## src/rtl/sisc_pkg.sv

```systemverilog
// sisc_pkg: shared fetch-stage types and constants for the SISC core.
package sisc_pkg;
    typedef enum logic [1:0] {IDLE = 2'b00, REQ = 2'b01, HOLD = 2'b10} fetch_state_e;
    localparam logic [31:0] NOP = 32'h0000_0000;
    localparam int unsigned ADDR_W_DEF = 16;
endpackage

```

## src/rtl/sisc_pc.sv

```systemverilog
// sisc_pc: program counter with branch load, wrapping increment and reset-to-RESET_PC.
module sisc_pc
    import sisc_pkg::*;
#(
    parameter int unsigned ADDR_W   = ADDR_W_DEF,
    parameter int unsigned RESET_PC = 0
) (
    input  logic              clk,
    input  logic              rst_f,
    input  logic              inc_i,
    input  logic              load_i,
    input  logic [ADDR_W-1:0] tgt_i,
    output logic [ADDR_W-1:0] pc_o,
    output logic [ADDR_W-1:0] pc_nxt_o
);
    logic [ADDR_W-1:0] pc_q, pc_d;

    always_comb pc_d = load_i ? tgt_i : inc_i ? pc_q + ADDR_W'(1) : pc_q;

    always_ff @(posedge clk or negedge rst_f)
        if (!rst_f) pc_q <= ADDR_W'(RESET_PC);
        else pc_q <= pc_d;

    assign pc_o     = pc_q;
    assign pc_nxt_o = pc_d;
endmodule

```

## src/rtl/sisc_fetch.sv

```systemverilog
// sisc_fetch: instruction-fetch stage with req/ack memory handshake and branch redirect.
// Optional fetch timeout enabled by defining SISC_FETCH_TIMEOUT_EN.
module sisc_fetch
    import sisc_pkg::*;
#(
    parameter int unsigned ADDR_W   = ADDR_W_DEF,
    parameter int unsigned RESET_PC = 0,
    parameter int unsigned TIMEOUT  = 15
) (
    input  logic              clk,
    input  logic              rst_f,
    output logic              im_req,
    output logic [ADDR_W-1:0] im_addr,
    input  logic              im_ack,
    input  logic [31:0]       im_data,
    output logic [31:0]       ir,
    output logic              ir_valid,
    input  logic              ir_take,
    input  logic              br_taken,
    input  logic [ADDR_W-1:0] br_tgt,
    output logic [ADDR_W-1:0] pc_out,
    output logic              fetch_err
);
    fetch_state_e      state_q;
    logic              im_req_q, ir_valid_q;
    logic [ADDR_W-1:0] im_addr_q, pc_nxt;
    logic [31:0]       ir_q;
    logic              ack_ok, tmo, take_ok;

    assign ack_ok  = state_q == REQ && im_ack;
    assign take_ok = state_q == HOLD && ir_take;

`ifdef SISC_FETCH_TIMEOUT_EN
    localparam int unsigned CW = $clog2(TIMEOUT + 1);
    logic [CW-1:0] cnt_q;
    logic          err_q;

    // Counter sits at zero outside REQ, so every REQ entry starts from a clean count.
    assign tmo = state_q == REQ && !im_ack && cnt_q == CW'(TIMEOUT - 1);

    always_ff @(posedge clk or negedge rst_f)
        if (!rst_f) begin
            cnt_q <= '0;
            err_q <= 1'b0;
        end else begin
            cnt_q <= (state_q == REQ && !im_ack && !tmo) ? cnt_q + CW'(1) : '0;
            err_q <= err_q | tmo;
        end

    assign fetch_err = err_q;
`else
    assign tmo       = 1'b0;
    assign fetch_err = 1'b0;
`endif

    sisc_pc #(.ADDR_W(ADDR_W), .RESET_PC(RESET_PC)) u_pc (
        .clk     (clk),
        .rst_f   (rst_f),
        .inc_i   (ack_ok | tmo),
        .load_i  (take_ok & br_taken),
        .tgt_i   (br_tgt),
        .pc_o    (pc_out),
        .pc_nxt_o(pc_nxt)
    );

    // A timeout completes the fetch exactly like an ack, but with a NOP word.
    always_ff @(posedge clk or negedge rst_f)
        if (!rst_f) begin
            state_q    <= IDLE;
            ir_q       <= NOP;
            ir_valid_q <= 1'b0;
            im_req_q   <= 1'b0;
            im_addr_q  <= '0;
        end else
            case (state_q)
                IDLE: begin
                    state_q   <= REQ;
                    im_req_q  <= 1'b1;
                    im_addr_q <= pc_nxt;
                end
                REQ:
                    if (ack_ok || tmo) begin
                        state_q    <= HOLD;
                        ir_q       <= ack_ok ? im_data : NOP;
                        ir_valid_q <= 1'b1;
                        im_req_q   <= 1'b0;
                    end
                HOLD:
                    if (ir_take) begin
                        state_q    <= REQ;
                        ir_valid_q <= 1'b0;
                        im_req_q   <= 1'b1;
                        im_addr_q  <= pc_nxt;
                    end
                default: state_q <= IDLE;
            endcase

    assign im_req   = im_req_q;
    assign im_addr  = im_addr_q;
    assign ir       = ir_q;
    assign ir_valid = ir_valid_q;
endmodule

```

## config.mk

```make
export PLATFORM = sky130hd
export DESIGN_NAME = sisc_fetch
export DESIGN_NICKNAME = d
export VERILOG_FILES = /design/src/rtl/sisc_pkg.sv /design/src/rtl/sisc_pc.sv /design/src/rtl/sisc_fetch.sv
export SDC_FILE = /design/constraint.sdc
export NUM_CORES = 1
export LEC_CHECK = 0
export BUFFER_PORTS_ARGS = -buffer_cell sky130_fd_sc_hd__clkbuf_2
export CORE_MARGIN = 8
export CORE_UTILIZATION = 43
export CTS_CLUSTER_DIAMETER = 100
export DETAILED_ROUTE_END_ITERATION = 10
export GPL_TIMING_DRIVEN = 0
export PLACE_DENSITY_LB_ADDON = 0.05
export SKIP_LAST_GASP = 1
export SLEW_MARGIN = 10
export SYNTH_ARGS = -nofsm -noshare
export SYNTH_HDL_FRONTEND = slang
export SYNTH_SLANG_ARGS = --single-unit
```

## constraint.sdc

```tcl
create_clock -name clk -period 2 [get_ports clk]
set_input_delay 0.3 -clock clk [delete_from_list [all_inputs] [get_ports clk]]
set_output_delay 0.3 -clock clk [all_outputs]
set_load 0.02 [all_outputs]
```

==> results.yml, run 1 <==
route:
  vias_per_cell: 4.96
  detailedRoute.firstPassIterationCount: 5
  post_drt_wl_per_cell_um: 15.1
  total_wirelength_um: 8060
  drt_first_iter_violations: 153
  vias: 2651
  drc_errors: 0
  postRouteAntennaNets: 0
floorplanning:
  floorplan.rows: 30
  chipHeight_um: 98.9
  core_um2: 6720
  ios: 120
  start_util: 0.440
  die_footprint_um2: 9790
  floorplan.die.width_um: 98.9
layout:
  nets: 505
  area_delta_synth_final_pct: 32.5
  drive_gt1_frac: 0.327
  final_cells: 535
  antenna_diode_count: 0
  final_core_util: 0.583
  layout.cells.most_common: "clkbuf_2"
  final_cell_mix: "117 x clkbuf_2, 115 x nand2_1, 66 x dfrtp_1"
  design_area_um2: 3920
placement:
  dp_slack_ns: -0.125
  finalWeightedCongestion: 0.731
  dpl_cell_area_um2: 3670
  port-buffer-count: 118
  placed_wire_length_estimate_um: 5950
  numPlacedInstances: 514
outcome:
  run_status: "completed"
clocking:
  cts.sink_count: 68
  clock_tree_from_tritoncts: "done"
  insertion_delay_ns: 0.32
  cts_inserted_buffers: 9
  htreeDepth: 3
  ctsRootBufferMaster: "clkbuf_8"
  clockBufferDepth: 2
  worst_setup_hold_path_clk_slew_ns: 0.07
synth:
  ys_warn_count: 0
  synth-seq-area-share: 0.576
  synth.cell_area_um2: 2960
  number_of_standard_cells_after_synthesis: 315
  mappedNetlistNets: 369
  syn_avg_cell_area_um2: 9.39
  share_of_synthesized_flip_flops_with_an_asynchronous_set_or_reset: 1.00
  synth_seq_cells: 68
  edff_count_synth: 0
  distinct_cells_synth: 38
  ys.flop_type: "dfrtp_1"
power:
  fin_total_pwr_w: 0.00658
  power.density_cell_area_nw_per_um2: 1680
  peakVddDrop_v: 0.000729
  power.static_leakage_nw: 2.09
global_routing:
  grt_pass1_vias: 2721
  pin_count_of_the_biggest_net_entering_global_routing: 36
  first_pass_grt_wire_length_um: 13300
  globalRouteOverflowTotal: 0
  antenna_found_initial: 0
  grt_use_total: 0.168
worst_hold_path:
  hold_path_class: "input port to register"
  min_delay_worst_endpoint: "ir[31]"
  hold_start: "im_data[31]"
  hold_depth: 3
sta:
  final-hold-violation-count: 0
  clock.fmax_mhz: 513
  final.period_utilization: 0.974
  rsz0062_at_grt: "true"
  worstMarginPinSlew_ns: 0.567
  skew_ns: 0.00669
  layout_setup_ws_ns: 0.0519
  max_slew_margin: 0.622
  slew_violations: 0
  setup_viol_count_final: 0
  timing.final.crit_period_ns: 1.95
critical_path:
  rr_startpoint: "u_pc.pc_o[1]"
  r2r_end: "u_pc.pc_o[12]"
  worst-path-max-fanout: 4
  start_kind: "register"
  worst_path_required_time_ns: 2.24
  worstSetupEndpointType: "register"
  crit_type: "register to register"
  reg2reg_setup_slack_ns: 0.05
  critPathArrivalTime_ns: 2.19
  reg2regPathDepth: 6
job:
  drv_cap: 0
sequential cells by signal, indices dropped and copies added (netlist names):
register   flops
ir_valid       1
im_req         1
u_pc.pc_o     16
im_addr       16
ir            32
state_q        2
layer usage:
| metal | GRT usage | vias up | share of wire |
|---|---|---|---|
| met1 | 0.203 | 1241 | 0.43 |
| met2 | 0.266 | 84 | 0.48 |
| met3 | 0.0691 | 2 | 0.087 |
| li1 | - | 1324 | - |
| met4 | 0.0531 | 0 | 0.0041 |
| met5 | 0 | - | 0 |
cell families (layout without fill, tap and decap cells):
logic type,Yosys count,in the layout,synth area share
AND/OR/NAND/NOR,157,157,0.233
multiplexers,4,4,0.0144
other,1,1,0.00127
adder cells (fa/ha/maj),1,1,0.00423
buffers and inverters,33,173,0.0461
flip-flops,68,68,0.576
AO/OA/AOI/OAI,42,42,0.0990
XOR/XNOR,9,9,0.0267
synthesized netlist by cell type, types with 3 or more instances:
library cell  number  area [um2]
o21ai_0            8        40.0
nor2_1            14        52.6
a21oi_1           11        55.1
nor4_1             5        31.3
nand4_1            4        25.0
inv_1             15        56.3
xnor2_1            7        61.3
and2_1             3        18.8
a222oi_1          11         110
clkbuf_1          13        48.8
a31oi_1            5        31.3
nand2_1          115         432
dfrtp_1           68        1700
through the flow:
step / TNS, ns / hold WS, ns
after global routing: -0.0787 / 0.152
final: 0 / 0.165
after floorplan: 0 / 0.00441
after global placement: -0.448 / 0.457
after CTS: 0 / 0.145
after detailed placement: -0.358 / 0.321
area by class of cell:
class,instances,area (um2)
multi-input combinational,214,1150
tap,80,100
inverter,15,56.3
clock buffer,13,159
timing repair buffer,125,661
clock inverter,2,10.0
sequential,68,1700
fill,649,2800
buffer,18,80.1
report_power, final:
group	switching [W]	internal, W	total, W	leakage (nW)
Clock	0.000475	0.000509	0.000984	0.0893
Combinational	0.00198	0.00110	0.00309	1.18
Sequential	0.000481	0.00203	0.00252	0.821
worst max-delay path, cell delays in order (launching register included):
cell and delay, ns:
dfrtp_2 0.40, ha_4 0.16, nand2_1 0.10, or4_4 0.56, buf_4 0.15, or3_1 0.33
a31oi_1 0.16
what timing repair did:
action                                  in CTS  in global routing
endpoints found under the setup margin       4                  2
buffers inserted                             2                  3
hold buffers                                 1                  0
resized for setup                            2                  2
pin swaps                                    0                  2
endpoints found under the hold margin       33                  0
worst max path at each step:
stage / startpoint / to / slack [ns] / depth (start not counted)
3_5_place_dp: state_q[1] / u_pc.pc_o[11] / -0.13 / 5
4_1_cts: state_q[1] / u_pc.pc_o[13] / 0.002 / 5
3_3_place_gp: state_q[1] / u_pc.pc_o[11] / -0.12 / 5
5_1_grt: state_q[1] / u_pc.pc_o[13] / -0.04 / 5
2_1_floorplan: u_pc.pc_o[0] / u_pc.pc_o[14] / 0.04 / 5
6_report: u_pc.pc_o[1] / u_pc.pc_o[12] / 0.05 / 6
No activity file was read; power rests on OpenSTA's default activity.
==> inputs of run 2 (changes only) <==
--- a/config.mk
+++ b/config.mk
@@ -6,11 +6,14 @@
 export NUM_CORES = 1
 export LEC_CHECK = 0
 export BUFFER_PORTS_ARGS = -buffer_cell sky130_fd_sc_hd__clkbuf_2
+export CELL_PAD_IN_SITES_DETAIL_PLACEMENT = 1
+export CELL_PAD_IN_SITES_GLOBAL_PLACEMENT = 1
 export CORE_MARGIN = 8
-export CORE_UTILIZATION = 43
+export CORE_UTILIZATION = 32
 export CTS_CLUSTER_DIAMETER = 100
 export DETAILED_ROUTE_END_ITERATION = 10
 export GPL_TIMING_DRIVEN = 0
+export MAX_ROUTING_LAYER = met4
 export PLACE_DENSITY_LB_ADDON = 0.05
 export SKIP_LAST_GASP = 1
 export SLEW_MARGIN = 10
==> results.yml, run 2 (same netlist as run 1, synthesis figures left out) <==
critical_path:
  worstSetupEndpointType: "register"
  worst_path_required_time_ns: 2.25
  critical-path-max-stage-delay_ns: 0.54
  critical-path-top-delay-family: "simple AND/OR/NAND/NOR gates"
  crit_path_frequent_cell: "or4_4"
  critical_path.n_buffers_inverters: 1
  r2r_end: "u_pc.pc_o[14]"
  rr_startpoint: "state_q[1]"
  worst-path-max-fanout: 10
  crit_path_end: "u_pc.pc_o[14]"
  cp_cell_sequence: "buf_6 > nand3b_4 > or4_4 > or4_4 > a31oi_1"
  cpMaxStageDelayCell: "or4_4"
  start_kind: "register"
  critPathArrivalTime_ns: 2.20
  worst_setup_path_startpoint: "state_q[1]"
  reg2regPathDepth: 5
  reg2reg_setup_slack_ns: 0.05
  crit_type: "register to register"
  crit_cells: 5
power:
  fin_total_pwr_w: 0.00672
  power.static_leakage_nw: 2.10
  power.density_cell_area_nw_per_um2: 1680
  peakVddDrop_v: 0.000519
layout:
  antenna_diode_count: 0
  drive_gt1_frac: 0.341
  layout.cells.most_common: "clkbuf_2"
  largest_register_ff_count: 32
  area_delta_synth_final_pct: 35.0
  final_cell_mix: "117 x clkbuf_2, 114 x nand2_1, 65 x dfrtp_1"
  nets: 508
sta:
  rsz0062_at_grt: "true"
  setup_viol_count_final: 0
  final.period_utilization: 0.976
  setup-tns-final_ns: 0
  final-hold-violation-count: 0
  skew_ns: 0.0108
  clock.fmax_mhz: 513
  layout_setup_ws_ns: 0.0489
  max_slew_margin: 0.588
  timing.final.crit_period_ns: 1.95
  timing.hold.ws_ns: 0.142
  worstMarginPinSlew_ns: 0.617
  slew_violations: 0
route:
  detailedRoute.firstPassIterationCount: 4
  vias: 2761
  drc_errors: 0
  postRouteAntennaNets: 0
  total_wirelength_um: 9400
  vias_per_cell: 4.85
  drt_first_iter_violations: 157
  post_drt_wl_per_cell_um: 16.5
placement:
  finalWeightedCongestion: 0.720
  placed_wire_length_estimate_um: 6910
  port-buffer-count: 118
  dp_slack_ns: -0.214
clocking:
  clock_tree_from_tritoncts: "done"
  htreeDepth: 3
  ctsRootBufferMaster: "clkbuf_8"
  clockBufferDepth: 2
  cts_inserted_buffers: 9
  cts.sink_count: 68
  insertion_delay_ns: 0.34
  worst_setup_hold_path_clk_slew_ns: 0.08
job:
  drv_cap: 0
global_routing:
  first_pass_grt_wire_length_um: 15300
  pin_count_of_the_biggest_net_entering_global_routing: 56
  antenna_found_initial: 0
  globalRouteOverflowTotal: 0
  grt_pass1_vias: 2989
  grt_use_total: 0.157
floorplanning:
  floorplan.rows: 35
  die_footprint_um2: 12600
  chipHeight_um: 112
  core_um2: 9110
  floorplan.die.width_um: 112
  start_util: 0.325
  ios: 120
outcome:
  run_status: "completed"
worst_hold_path:
  hold_path_class: "input port to register"
run 2: timing repair:
action	CTS	global route
buffers inserted	3	5
resized for setup	3	5
cloned	0	0
hold buffers	1	0
pin swaps	0	5
endpoints found under the hold margin	13	0
endpoints found under the setup margin	5	5
run 2: per-layer routing:
metal,share of wire,track usage,up-vias
li1,-,-,1330
met1,0.45,0.192,1339
met2,0.48,0.245,81
met3,0.063,0.0451,11
met4,0.011,0.0540,0
met5,0,-,-
run 2: layout make-up:
type / instances / area (um2)
Clock buffer: 13 / 159
Buffer: 18 / 82.6
Multi-Input combinational cell: 214 / 1150
Sequential cell: 68 / 1710
Clock inverter: 2 / 10.0
Fill cell: 1115 / 5120
Inverter: 15 / 56.3
Tap cell: 111 / 139
Timing Repair Buffer: 128 / 691
run 2: tightest hold or removal path, stage by stage:
cell and delay [ns]:
clkbuf_2 0.07, nand2_1 0.04, nand2_1 0.04
run 2: worst min-delay path by stage:
stage                      from    endpoint  slack, ns  cells after the start
floorplan                 rst_f  im_addr[0]      0.004                      0
global placement         ir[25]      ir[25]       0.46                      2
detailed placement        rst_f      ir[25]       0.21                      1
CTS                 im_data[24]      ir[24]       0.13                      3
global route        im_data[24]      ir[24]       0.14                      3
finish              im_data[24]      ir[24]       0.14                      3
run 2: per-stage QoR:
step	area, um2	cells	util
3_3_place_gp	3690	544	0.405
6_report	3990	569	0.438
3_5_place_dp	3720	545	0.408
4_1_cts	3940	564	0.432
5_1_grt	3990	569	0.438
2_1_floorplan	2960	315	-
run 2: report_power, final:
group / internal (W) / switching [W] / total [W]
Combinational: 0.00114 / 0.00204 / 0.00318
Clock: 0.000509 / 0.000510 / 0.00102
Sequential: 0.00204 / 0.000486 / 0.00252
==> inputs of run 3 (changes only) <==
--- a/config.mk
+++ b/config.mk
@@ -9,7 +9,7 @@
 export CELL_PAD_IN_SITES_DETAIL_PLACEMENT = 1
 export CELL_PAD_IN_SITES_GLOBAL_PLACEMENT = 1
 export CORE_MARGIN = 8
-export CORE_UTILIZATION = 32
+export CORE_UTILIZATION = 34
 export CTS_CLUSTER_DIAMETER = 100
 export DETAILED_ROUTE_END_ITERATION = 10
 export GPL_TIMING_DRIVEN = 0
@@ -19,4 +19,5 @@
 export SLEW_MARGIN = 10
 export SYNTH_ARGS = -nofsm -noshare
 export SYNTH_HDL_FRONTEND = slang
+export SYNTH_HIERARCHICAL = 1
 export SYNTH_SLANG_ARGS = --single-unit
==> results.yml, run 3 <==
outcome:
  run_status: "completed"
power:
  share_comb_of_total_power: 0.470
  p_int_w: 0.00434
  peakVddDrop_v: 0.000673
  fin_total_pwr_w: 0.00725
  clock_power_share: 0.177
  power.static_leakage_nw: 2.11
  p_sw_frac: 0.401
  seq_power_share: 0.352
  power.density_cell_area_nw_per_um2: 1730
  total_switching_power_w: 0.00291
route:
  postRouteAntennaNets: 0
  vias: 2233
  post_drt_wl_per_cell_um: 17.3
  drt_first_iter_violations: 39
  total_wirelength_um: 8200
  detailedRoute.firstPassIterationCount: 4
  vias_per_cell: 4.72
  drc_errors: 0
clocking:
  worst_setup_hold_path_clk_slew_ns: 0.08
  htreeDepth: 3
  ctsRootBufferMaster: "clkbuf_8"
  clockBufferDepth: 2
  cts_inserted_buffers: 9
  insertion_delay_ns: 0.33
  cts.sink_count: 68
  clock_tree_from_tritoncts: "done"
sta:
  slew_violations: 0
  timing.hold.ws_ns: 0.192
  setup_viol_count_final: 0
  setup-tns-final_ns: 0
  final.period_utilization: 0.944
  final-hold-violation-count: 0
  rsz0062_at_grt: "false"
  skew_ns: 0.0105
  clock.fmax_mhz: 530
  timing.final.crit_period_ns: 1.89
critical_path:
  crit_type: "register to register"
  cp_cell_sequence: "nand3b_4 > inv_8 > nand4_1 > buf_6 > nor4_4 > xor2_1 > mux2_4 > mux2_4"
  worstSetupEndpointType: "register"
  worst-path-max-fanout: 5
  crit_path_frequent_cell: "mux2_4"
  critPathArrivalTime_ns: 2.11
  critical-path-max-stage-delay_ns: 0.40
  worst_path_required_time_ns: 2.22
  start_kind: "register"
  cpMaxStageDelayCell: "dfrtp_1"
floorplanning:
  floorplan.rows: 34
  chipHeight_um: 111
  start_util: 0.351
  floorplan.die.width_um: 111
  die_footprint_um2: 12300
  core_um2: 8720
  ios: 120
layout:
  nets: 414
  antenna_diode_count: 0
  drive_gt1_frac: 0.597
  final_cells: 473
  final_cell_mix: "119 x clkbuf_2, 66 x dfrtp_1, 32 x mux2_4"
  largest_register_ff_count: 32
  area_delta_synth_final_pct: 36.8
  layout.cells.most_common: "clkbuf_2"
synth:
  ys.flop_type: "dfrtp_1"
  share_of_synthesized_flip_flops_with_an_asynchronous_set_or_reset: 1.00
  netlist.area_leader.share: 0.556
  ys_warn_count: 6
  number_of_standard_cells_after_synthesis: 224
  distinct_cells_synth: 31
  mappedNetlistNets: 278
  syn_avg_cell_area_um2: 13.7
  synth_commonest_cells: "68 x dfrtp_1, 28 x mux2_4, 23 x nand2_1, 22 x mux2_2, 10 x o21ai_0"
  synth_seq_cells: 68
  library_cell_with_the_highest_instance_count_after_synthesis: "dfrtp_1"
  synth.cell_area_um2: 3060
  ys_top_cells_by_area: "dfrtp_1 56%, mux2_4 14%, mux2_2 8.1%"
  synth_area_leader_cell: "dfrtp_1"
  synth-seq-area-share: 0.556
  edff_count_synth: 0
global_routing:
  grt_use_total: 0.142
  grt_pass1_vias: 2664
  globalRouteOverflowTotal: 0
  pin_count_of_the_biggest_net_entering_global_routing: 47
  antenna_found_initial: 0
  first_pass_grt_wire_length_um: 13800
worst_hold_path:
  hold_path_class: "input port to register"
placement:
  finalWeightedCongestion: 0.715
  placed_wire_length_estimate_um: 6250
  port-buffer-count: 118
  numPlacedInstances: 451
job:
  drv_cap: 0
==> run 3: cell types whose count changed after synthesis, moves of 9 or more <==
cell      previous run  this run
nand2_1            115        23
mux2_4               0        28
mux2_2               2        22
a222oi_1            11         0
nor2_1              14         3
clkbuf_1            13         3
a21oi_1             11         2
inv_1               15         6
==> run 3: final timing paths <==
| kind | slack (ns) | depth (start not counted) | from | endpoint |
|---|---|---|---|---|
| worst max register to register | 0.11 | 8 | state_q[1] | im_addr[12] |
| min in group asynchronous | 0.44 | 2 | rst_f | u_pc/pc_o[14] |
| max in group asynchronous | 1.02 | 3 | rst_f | ir[7] |
| worst max-delay path | 0.11 | 8 | state_q[1] | im_addr[12] |
| worst min register to register | 0.51 | 1 | ir[30] | ir[30] |
| worst min-delay path | 0.19 | 2 | im_data[3] | ir[3] |
==> run 3: per-stage QoR <==
| stage | utilization | setup WS (ns) | area, um2 |
|---|---|---|---|
| after global placement | 0.439 | -0.336 | 3830 |
| after detailed placement | 0.443 | -0.332 | 3860 |
| final | 0.480 | 0.113 | 4190 |
| after CTS | 0.480 | -0.133 | 4190 |
| after floorplan | - | -0.150 | 3110 |
| after global routing | 0.480 | 0.00605 | 4190 |
==> run 3: layout make-up <==
class | instances | area, um2
fillers | 967 | 4530
flip-flops and latches | 68 | 1700
multi-input cells | 138 | 1320
repair buffers | 128 | 691
clock buffers | 11 | 141
well taps | 108 | 135
clock inverters | 5 | 85.1
plain buffers | 9 | 81.3
inverters | 6 | 30.0
==> run 3: what timing repair did <==
item	in CTS	in global routing
hold buffers	1	0
resized for setup	16	8
gates cloned	1	0
setup buffers	5	2
pin swaps	5	4
hold endpoints to repair	22	0
setup endpoints to repair	25	12
==> run 3: critical path: cells and delay by family (launching register included) <==
kind | cells | cell delay [ns]
flip-flops | 1 | 0.40
AND/OR/NAND/NOR | 3 | 0.49
buffers and inverters | 2 | 0.26
multiplexers | 2 | 0.54
XOR/XNOR | 1 | 0.10
==> run 3: power by group through the flow <==
| stage | Clock, W | Combinational, W | Sequential (W) |
|---|---|---|---|
| final | 0.00129 | 0.00341 | 0.00255 |
| after global routing | 0.00138 | 0.00368 | 0.00267 |
| after CTS | 0.00133 | 0.00350 | 0.00256 |
| after detailed placement | 0 | 0.00340 | 0.00256 |
| after global placement | 0 | 0.00334 | 0.00256 |
| after floorplan | 0 | 0.00154 | 0.00327 |
==> run 3: kinds of logic (layout without fill, tap and decap cells) <==
family / Yosys count / in the layout / share of synthesized area
AO/OA/AOI/OAI: 20 / 20 / 0.0380
adder cells (fa/ha/maj): 1 / 1 / 0.00409
XOR/XNOR: 14 / 14 / 0.0401
multiplexers: 52 / 52 / 0.225
AND/OR/NAND/NOR: 50 / 50 / 0.0981
buffers and inverters: 18 / 159 / 0.0376
flip-flops: 68 / 68 / 0.556
other: 1 / 1 / 0.00123
==> run 3: per-layer routing <==
metal,vias up,global-route usage,part of all wire,wire length (um)
met5,-,-,0,0
met4,0,0.0495,0.0095,78
met3,6,0.0476,0.063,520
met2,82,0.217,0.48,3920
met1,1099,0.172,0.45,3680
li1,1046,-,-,-
